<file path="config.mk">
export PLATFORM = sky130hd
export DESIGN_NAME = multiprec_addsub_seq
export DESIGN_NICKNAME = d
export VERILOG_FILES = /design/src/rtl/multiprec_pkg.sv /design/src/rtl/adder_subtractor.sv /design/src/rtl/multiprec_addsub_seq.sv
export SDC_FILE = /design/constraint.sdc
export NUM_CORES = 1
export LEC_CHECK = 0
export BUFFER_PORTS_ARGS = -buffer_cell sky130_fd_sc_hd__buf_2
export CAP_MARGIN = 10
export CELL_PAD_IN_SITES_DETAIL_PLACEMENT = 0
export CELL_PAD_IN_SITES_GLOBAL_PLACEMENT = 2
export CORE_ASPECT_RATIO = 1.4
export CORE_UTILIZATION = 35
export DETAILED_ROUTE_END_ITERATION = 8
export PLACE_DENSITY_LB_ADDON = 0.1
export SLEW_MARGIN = 20
export SYNTH_ARGS = -nofsm -noshare
export SYNTH_HDL_FRONTEND = slang
export SYNTH_SLANG_ARGS = --single-unit
</file>
<file path="constraint.sdc">
create_clock -name clk -period 6.3 [get_ports clk]
set_input_delay 0.315 -clock clk [delete_from_list [all_inputs] [get_ports clk]]
set_output_delay 0.315 -clock clk [all_outputs]
set_load 0.01 [all_outputs]
</file>
<file path="src/rtl/multiprec_pkg.sv">
// Shared types and constants for the multi-precision add/subtract sequencer.
// Sequencer state encoding, add/sub mode encodings, limb counter sizing.
package multiprec_pkg;

    typedef enum logic [1:0] {
        IDLE = 2'd0,
        RUN  = 2'd1,
        DONE = 2'd2
    } state_t;

    localparam logic MODE_ADD = 1'b0;
    localparam logic MODE_SUB = 1'b1;

    // Keep at least one counter bit so a degenerate LIMBS still elaborates.
    function automatic int cnt_w(input int limbs);
        return (limbs > 1) ? $clog2(limbs) : 1;
    endfunction

endpackage

</file>
<file path="src/rtl/adder_subtractor.sv">
// Narrow adder-subtractor: sum = a + (b ^ {sub}) + (cin ^ sub).
// Purely combinational, zero latency; no flow control.
// In subtract mode cin=0 gives a plain a - b.
module adder_subtractor #(
    parameter int WIDTH = 8
) (
    input  logic [WIDTH-1:0] i_a,
    input  logic [WIDTH-1:0] i_b,
    input  logic             i_sub,
    input  logic             i_cin,
    output logic [WIDTH-1:0] o_sum,
    output logic             o_cout,
    output logic             o_ovf
);

    logic [WIDTH-1:0] w_b_eff;
    logic [WIDTH:0]   w_total;

    assign w_b_eff = i_b ^ {WIDTH{i_sub}};
    assign w_total = {1'b0, i_a} + {1'b0, w_b_eff} + {{WIDTH{1'b0}}, i_cin ^ i_sub};
    assign o_sum   = w_total[WIDTH-1:0];
    assign o_cout  = w_total[WIDTH];
    assign o_ovf   = (i_a[WIDTH-1] == w_b_eff[WIDTH-1]) && (o_sum[WIDTH-1] != i_a[WIDTH-1]);

endmodule

</file>
<file path="src/rtl/multiprec_addsub_seq.sv">
// Wide add/subtract over one shared LIMB_W adder, LSB limb first; MULTIPREC_ZERO_FLAG_EN adds a zero flag.
// Latency: start at edge T -> busy T+1..T+LIMBS -> done pulse at T+LIMBS+1.
// No backpressure: start is only accepted in IDLE/DONE and ignored while busy.
module multiprec_addsub_seq
    import multiprec_pkg::*;
#(
    parameter int LIMB_W = 8,
    parameter int LIMBS  = 4
) (
    input  logic                clk,
    input  logic                rst,
    input  logic                start,
    input  logic                mode,
    input  logic [LIMB_W*LIMBS-1:0] a,
    input  logic [LIMB_W*LIMBS-1:0] b,
    output logic                busy,
    output logic                done,
    output logic [LIMB_W*LIMBS-1:0] result,
    output logic                cout,
    output logic                overflow
`ifdef MULTIPREC_ZERO_FLAG_EN
    ,
    output logic                zero
`endif
);

    localparam int N  = LIMB_W * LIMBS;
    localparam int CW = cnt_w(LIMBS);

    state_t              r_state, w_state_nxt;
    logic [N-1:0]        r_a, r_b, r_result;
    logic [N-LIMB_W-1:0] r_work;
    logic                r_mode, r_carry, r_cout, r_ovf;
    logic [CW-1:0]       r_idx;

    logic [LIMB_W-1:0]   w_a_limb, w_b_limb, w_sum;
    logic                w_cout, w_limb_ovf, w_accept, w_last, w_ovf_full;

    assign w_accept = start && ((r_state == IDLE) || (r_state == DONE));
    assign w_last   = (r_idx == CW'(LIMBS - 1));
    assign w_a_limb = r_a[int'(r_idx)*LIMB_W +: LIMB_W];
    assign w_b_limb = r_b[int'(r_idx)*LIMB_W +: LIMB_W];

    adder_subtractor #(.WIDTH(LIMB_W)) u_limb_alu (
        .i_a    (w_a_limb),
        .i_b    (w_b_limb),
        .i_sub  (r_mode),
        .i_cin  (r_carry ^ r_mode),
        .o_sum  (w_sum),
        .o_cout (w_cout),
        .o_ovf  (w_limb_ovf)
    );

    // Full-width signed overflow only depends on the MS limb's sign bits.
    assign w_ovf_full = (r_a[N-1] == (r_b[N-1] ^ r_mode)) && (w_sum[LIMB_W-1] != r_a[N-1]);

    always_ff @(posedge clk) begin
        if (rst) r_state <= IDLE;
        else     r_state <= w_state_nxt;
    end

    always_comb begin
        w_state_nxt = r_state;
        busy        = 1'b0;
        done        = 1'b0;
        case (r_state)
            IDLE: if (start) w_state_nxt = RUN;
            RUN: begin
                busy = 1'b1;
                if (w_last) w_state_nxt = DONE;
            end
            DONE: begin
                done        = 1'b1;
                w_state_nxt = start ? RUN : IDLE;
            end
            default: w_state_nxt = IDLE;
        endcase
    end

`ifdef MULTIPREC_ZERO_FLAG_EN
    logic r_zacc, r_zero;
    assign zero = r_zero;
`endif

    always_ff @(posedge clk) begin
        if (rst) begin
            r_a      <= '0;
            r_b      <= '0;
            r_mode   <= MODE_ADD;
            r_carry  <= 1'b0;
            r_idx    <= '0;
            r_work   <= '0;
            r_result <= '0;
            r_cout   <= 1'b0;
            r_ovf    <= 1'b0;
`ifdef MULTIPREC_ZERO_FLAG_EN
            r_zacc   <= 1'b0;
            r_zero   <= 1'b0;
`endif
        end else if (w_accept) begin
            r_a     <= a;
            r_b     <= b;
            r_mode  <= mode;
            r_carry <= mode;
            r_idx   <= '0;
`ifdef MULTIPREC_ZERO_FLAG_EN
            r_zacc  <= 1'b1;
`endif
        end else if (r_state == RUN) begin
            r_carry <= w_cout;
`ifdef MULTIPREC_ZERO_FLAG_EN
            r_zacc  <= r_zacc & (w_sum == '0);
`endif
            if (w_last) begin
                // Publish results only here so idle outputs never show partial sums.
                r_result <= {w_sum, r_work};
                r_cout   <= w_cout;
                r_ovf    <= w_ovf_full;
`ifdef MULTIPREC_ZERO_FLAG_EN
                r_zero   <= r_zacc & (w_sum == '0);
`endif
            end else begin
                r_work[int'(r_idx)*LIMB_W +: LIMB_W] <= w_sum;
                r_idx <= r_idx + 1'b1;
            end
        end
    end

    assign result   = r_result;
    assign cout     = r_cout;
    assign overflow = r_ovf;

    a_ovf_consistent: assert property (@(posedge clk) disable iff (rst)
        (r_state == RUN && w_last) |-> (w_ovf_full == w_limb_ovf));

endmodule

</file>
==> results of run 1 <==
==> layout make-up <==
type | count | area [sq um] | share of cell area, %
Clock buffer | 21 | 450 | 6.93
Clock inverter | 11 | 91.3 | 1.41
Inverter | 3 | 11.3 | 0.173
Multi-Input combinational cell | 440 | 2590 | 39.8
Sequential cell | 128 | 2560 | 39.4
Tap cell | 192 | 240 | 3.70
Timing Repair Buffer | 108 | 556 | 8.55
==> synth_stat cells, types with 4 or more instances <==
cell type,n
ha_1,12
nor2_1,34
dfxtp_1,128
mux4_2,16
buf_2,9
nor3_1,4
nand2_1,193
xnor2_1,4
a21oi_1,102
a22oi_1,21
buf_1,4
clkbuf_1,29
a211oi_1,4
xor2_1,10
==> registers in the layout (all words and copies together), names as in the netlist, 2 cells and up <==
signal	flops
r_state	2
r_work	24
result	32
r_b	32
r_idx	2
r_a	32
==> metal layers <==
layer	wire, um	track usage, %	share of wire [%]
met1	6120	21.8	44
met2	7100	32.1	51
met3	481	3.79	3.4
met4	252	7.78	1.8
met5	0	0	0
==> kinds of logic after synthesis <==
kind of cell / after synthesis / synth area share, %
buffers and inverters: 45 / 3.38
multiplexers: 18 / 7.17
adder cells (fa/ha/maj): 14 / 3.57
XOR/XNOR: 14 / 2.30
AO/OA/AOI/OAI: 141 / 15.1
AND/OR/NAND/NOR: 253 / 20.4
flip-flops: 128 / 48.1
==> stage by stage <==
| stage | instances | hold WS (ns) |
|---|---|---|
| final | 903 | 0.134 |
| after global routing | 903 | 0.132 |
| after CTS | 903 | 0.125 |
| after detailed placement | 871 | 0.445 |
| after global placement | 871 | 0.441 |
| after floorplan | 613 | 0.431 |
==> worst reg2reg max path: stages, from the launching register on <==
cell and delay [ns]:
dfxtp_1 1.02, mux4_2 0.44, xor2_1 0.17, fa_1 0.50, fa_1 0.45, a211oi_1 0.36
or4b_2 0.19, nand4_1 0.18, a22oi_1 0.22, nor2_1 0.06
==> final timing paths <==
| check | slack, ns | to | from | depth (start not counted) |
|---|---|---|---|---|
| worst max-delay path | 2.55 | r_work[6]$_SDFFE_PP0P_ | r_idx[1]$_SDFFE_PP0P_ | 9 |
| worst min-delay path | 0.13 | r_a[13]$_SDFFE_PP0P_ | a[13] | 3 |
| worst max register to register | 2.55 | r_work[6]$_SDFFE_PP0P_ | r_idx[1]$_SDFFE_PP0P_ | 9 |
| worst min register to register | 0.45 | result[2]$_SDFFE_PP0P_ | result[2]$_SDFFE_PP0P_ | 2 |
==> power by group <==
group          total, mW  leakage [nW]  switching (mW)  internal, mW
combinational      0.224          1.34           0.139        0.0851
sequential         0.861          1.04          0.0203         0.841
clock              0.909         0.262           0.361         0.548
total               1.99          2.65           0.520          1.47
==> summary.txt, run 1 <==
Detailed routing
  – Remaining DRCs: 2
  – Via density per instance: 4.87
  – DR vias: 4395
  – Routed Antenna Nets: 0
  – Final Routed Wirelength: 14.0 mm
  – Drt first-iter violations: 164
  – Drt wl/cell: 15.5 um
  – Drt first pass iters: 6

Worst setup path
  – CP Class: register to register
  – Max stage delay cell, worst path: dfxtp_1
  – Crit path capture type: register
  – Crit-path leading delay family: flip-flops
  – Worst EP required: 6.56 ns
  – Most used cell, CP: fa_1
  – Worst Path Buf+Inv: 0
  – Cells along the critical path: mux4_2, xor2_1, fa_1, fa_1, a211oi_1, or4b_2, nand4_1, a22oi_1, nor2_1
  – Crit-path max cell delay: 1.02 ns
  – Startpoint types: register
  – Critical Path AT: 4.00 ns
  – Worst-path maximum fanout: 19

Pwr
  – Final Power: 1.99 mW
  – VDD IR-drop max: 0.133 mV
  – Leakage power: 2.65 nW
  – Pwr dens: 307 nW/um^2

Synthesis
  – Main synth FF type: dfxtp_1
  – Syn Nets: 695
  – Mean Syn Cell Area: 8.69 sq um
  – Synth async-reset ratio: 0%
  – Post-synth top area share: 48.1%
  – Number of flops mapped to enable cells by yosys: 0
  – Mapped Area: 5330 sq um
  – Unique masters post-synth: 41
  – Flop and latch count out of synthesis: 128
  – Largest cells by area after synthesis: dfxtp_1 (48%), nand2_1 (14%), a21oi_1 (9.6%), mux4_2 (6.8%), a22oi_1 (3.0%)
  – Sequential-to-total area share from yosys stat: 48.1%
  – Area leader, netlist: dfxtp_1
  – Yosys warning total: 0
  – Mapped Cells: 613

Place
  – Gpl congestion: 0.835
  – Post-DP HPWL: 9.67 mm
  – Dpl ws: 2.51 ns
  – PortBufs: 103
  – Placement Cell Area: 5960 sq um

Clocking
  – Htree depth: 4
  – Clk buf depth: 2
  – CTS tree: done
  – Worst skew pair latency: 0.42 ns
  – Cts bufs inserted: 17
  – Post-CTS Setup Repair Bufs: 0
  – # resized after CTS: 0
  – Clock Tree Root: clkbuf_16
  – Num Clock Sinks: 128
  – Clk slew on worst S/H paths: 0.06 ns
  – Cts hold-fix bufs: 0

Global route
  – Initial antenna violation count: 0
  – First-pass GRT wire length: 22.4 mm
  – Grt ovf: 0
  – GRT Resource Usage Total: 18.4%
  – Vias in the first global route: 4373
  – Largest net degree at the start of global routing: 94

Timing
  – Max Clk Rate: 267 MHz
  – Slew Limit Fails: 0
  – Max Clock Skew: 0.00833 ns
  – RSZ-0062 raised after global routing: false
  – Final Hold Fails: 0
  – Setup TNS: 0 ns
  – Fin crit share: 59.5%
  – Worst Tran Pin Value: 1.07 ns
  – Relative slew slack: 28.8%
  – Final setup violation count: 0
  – Min Tclk post-route: 3.75 ns
  – Setup slack after layout: 2.55 ns

Floorplanning
  – Die X: 106 um
  – Cell row count: 53
  – Starting Density: 35.7%
  – Die Y: 148 um
  – Core area: 14900 sq um
  – Boundary Pins: 104
  – Die area: 15700 sq um

Run status
  – Violated checks: design-rule violations
  – Outcome: finished, violations left

Layout
  – Layout cells sized above 1: 23.1%
  – Layout Nets: 780
  – Post-route cell area: 6500 sq um
  – # diodes: 0
  – Synth-to-Final Area Change: 22.0%
  – Core Util, Final: 43.6%
  – Commonest non-fill, non-tap cell in the layout: nand2_1
  – # fillers: 1563
  – Commonest non-fill, non-tap cells in the layout: nand2_1 (193), dfxtp_1 (128), a21oi_1 (102), buf_2 (102), nor2_1 (34)

Flow run
  – MaxCap Viol Count: 0

Min path
  – Worst Hold Class: input pin to register
Power figures use the tool's default switching activity.
==> run 2, diff against run 1 <==
--- a/config.mk
+++ b/config.mk
@@ -10,7 +10,7 @@
 export CELL_PAD_IN_SITES_DETAIL_PLACEMENT = 0
 export CELL_PAD_IN_SITES_GLOBAL_PLACEMENT = 2
 export CORE_ASPECT_RATIO = 1.4
-export CORE_UTILIZATION = 35
+export CORE_UTILIZATION = 33
 export DETAILED_ROUTE_END_ITERATION = 8
 export PLACE_DENSITY_LB_ADDON = 0.1
 export SLEW_MARGIN = 20
==> constraint.sdc (replaced) <==
create_clock -name clk -period 3.5 [get_ports clk]
set_input_delay 0.175 -clock clk [delete_from_list [all_inputs] [get_ports clk]]
set_output_delay 0.175 -clock clk [all_outputs]
set_load 0.01 [all_outputs]
==> run 2 against run 1 <==
Against the previous run:
- the run now ends clean
- worst setup slack worse by 2.3 ns
- core utilization is 0.31 points higher
- non-clock buffer count is 35 higher
- clock skew is 0.0014 ns lower
- hold slack worse by 0.12 ns
- critical path depth stayed put
- flip-flop and latch count stayed put
- cell count is 4.2% higher
- clock power is 95% higher
- power is 89% higher
- global-route usage is 0.091 points higher
==> summary.txt, run 2 (synthesis results as in run 1) <==
Worst setup path
  – Worst-path maximum fanout: 9
  – Critical Path AT: 3.54 ns
  – Most used cell, CP: fa_1
  – Crit path capture type: register
  – CP Class: register to register
  – Crit-path leading delay family: adder cells
  – Crit-path max cell delay: 0.53 ns
  – Max stage delay cell, worst path: mux4_2
  – Worst EP required: 3.76 ns
  – Startpoint types: register
  – Cells along the critical path: buf_4, mux4_2, fa_1, fa_1, a211oi_1, or4b_2, nand4_1, a22oi_1, nor2_1
  – Worst Path Buf+Inv: 1

Pwr
  – Final Power: 3.77 mW
  – Leakage power: 2.83 nW
  – VDD IR-drop max: 0.294 mV
  – Clock power frac: 46.9%
  – Switching Fraction: 24.9%
  – Net Switching: 937 uW
  – Sequential share of power: 41.2%
  – Comb pwr share: 11.9%
  – Internal power: 2.83 mW
  – Pwr dens: 548 nW/um^2

Timing
  – Slew Limit Fails: 0
  – Min Hold Slack: 0.00929 ns
  – Fin crit share: 93.7%
  – Max Clock Skew: 0.00691 ns
  – RSZ-0062 raised after global routing: false
  – Max Clk Rate: 305 MHz
  – Min Tclk post-route: 3.28 ns
  – Final setup violation count: 0
  – Setup slack after layout: 0.222 ns
  – Relative slew slack: 37.8%
  – Final Hold Fails: 0
  – Setup TNS: 0 ns
  – Worst Tran Pin Value: 0.933 ns

Global route
  – Largest net degree at the start of global routing: 88
  – Met1 Use GR: 22.2%
  – Grt ovf: 0
  – First-pass GRT wire length: 23.6 mm
  – Vias in the first global route: 4601
  – Initial antenna violation count: 0
  – GR peak layer: met2
  – GRT Resource Usage Total: 18.5%
  – Grt met3 use: 3.59%
  – Met2 Use GR: 32.5%

Detailed routing
  – Routed Antenna Nets: 0
  – Final Routed Wirelength: 14.5 mm
  – Drt first-iter violations: 196
  – Drt first pass iters: 4
  – DR vias: 4576
  – Via density per instance: 4.86
  – Remaining DRCs: 0
  – Drt wl/cell: 15.4 um

Run status
  – Outcome: finished, final reports clean

Layout
  – Layout Nets: 815
  – Layout cells sized above 1: 23.4%
  – Post-route cell area: 6880 sq um
  – Synth-to-Final Area Change: 29.1%
  – # diodes: 0
  – Commonest non-fill, non-tap cells in the layout: nand2_1 (193), dfxtp_1 (127), a21oi_1 (102), buf_2 (102), nor2_1 (34)
  – Commonest non-fill, non-tap cell in the layout: nand2_1
  – Core Util, Final: 43.9%
  – Fin cells: 941

Floorplanning
  – Starting Density: 34.0%
  – Boundary Pins: 104
  – Die X: 109 um
  – Die area: 16700 sq um
  – Die Y: 152 um
  – Cell row count: 54
  – Core area: 15700 sq um

Place
  – Placement Cell Area: 6030 sq um
  – Post-DP HPWL: 10.5 mm
  – Dpl cells: 884
  – Dpl ws: 0.204 ns
  – PortBufs: 103
  – Gpl congestion: 0.751

Clocking
  – Clock Tree Root: clkbuf_16
  – Clk slew on worst S/H paths: 0.06 ns
  – Cts bufs inserted: 17
  – Htree depth: 4
  – CTS tree: done
  – Clk buf depth: 2
  – Worst skew pair latency: 0.41 ns
  – Num Clock Sinks: 128
  – Post-CTS Setup Repair Bufs: 0

Min path
  – Worst Hold Class: input pin to register

Flow run
  – MaxCap Viol Count: 0
[run 2: power by group through the flow]
stage	registers, mW	clock network [mW]	logic, mW
6_report	1.55	1.77	0.449
5_1_grt	1.56	1.87	0.500
4_1_cts	1.55	1.81	0.456
3_5_place_dp	1.58	0	0.432
3_3_place_gp	1.58	0	0.421
2_1_floorplan	1.56	0	0.281
[run 2: what timing repair did]
action | CTS | global route
endpoints found under the setup margin | 0 | 4
hold buffers | 26 | 0
hold endpoints to repair | 26 | 0
gates resized for setup | 0 | 1
[run 2: worst reg2reg max path, stage by stage (launching register included)]
cell and delay (ns):
dfxtp_1 0.38, buf_4 0.23, mux4_2 0.54, fa_1 0.47, fa_1 0.45, a211oi_1 0.41
or4b_2 0.21, nand4_1 0.18, a22oi_1 0.22, nor2_1 0.06
[run 2: layer usage]
| layer | part of all wire, % | up-vias |
|---|---|---|
| li1 | - | 2324 |
| met1 | 44 | 2140 |
| met2 | 52 | 96 |
| met3 | 3.1 | 16 |
| met4 | 1.6 | 0 |
| met5 | 0 | - |
[run 2: path summary, 6_finish.rpt]
kind	startpoint	to	slack (ns)	cells after the start
setup / recovery	r_idx[0]$_SDFFE_PP0P_	r_work[6]$_SDFFE_PP0P_	0.22	9
hold / removal	b[19]	r_b[19]$_SDFFE_PP0P_	0.009	3
setup reg to reg	r_idx[0]$_SDFFE_PP0P_	r_work[6]$_SDFFE_PP0P_	0.22	9
hold reg to reg	result[16]$_SDFFE_PP0P_	result[16]$_SDFFE_PP0P_	0.45	2
[run 2: layout make-up]
| cell class | count | area [sq um] |
|---|---|---|
| clock buffer | 20 | 447 |
| clock inverter | 11 | 140 |
| fill | 1642 | 8800 |
| inverter | 3 | 11.3 |
| multi-input combinational | 440 | 2590 |
| sequential | 128 | 2560 |
| tap | 196 | 245 |
| timing repair buffer | 143 | 883 |
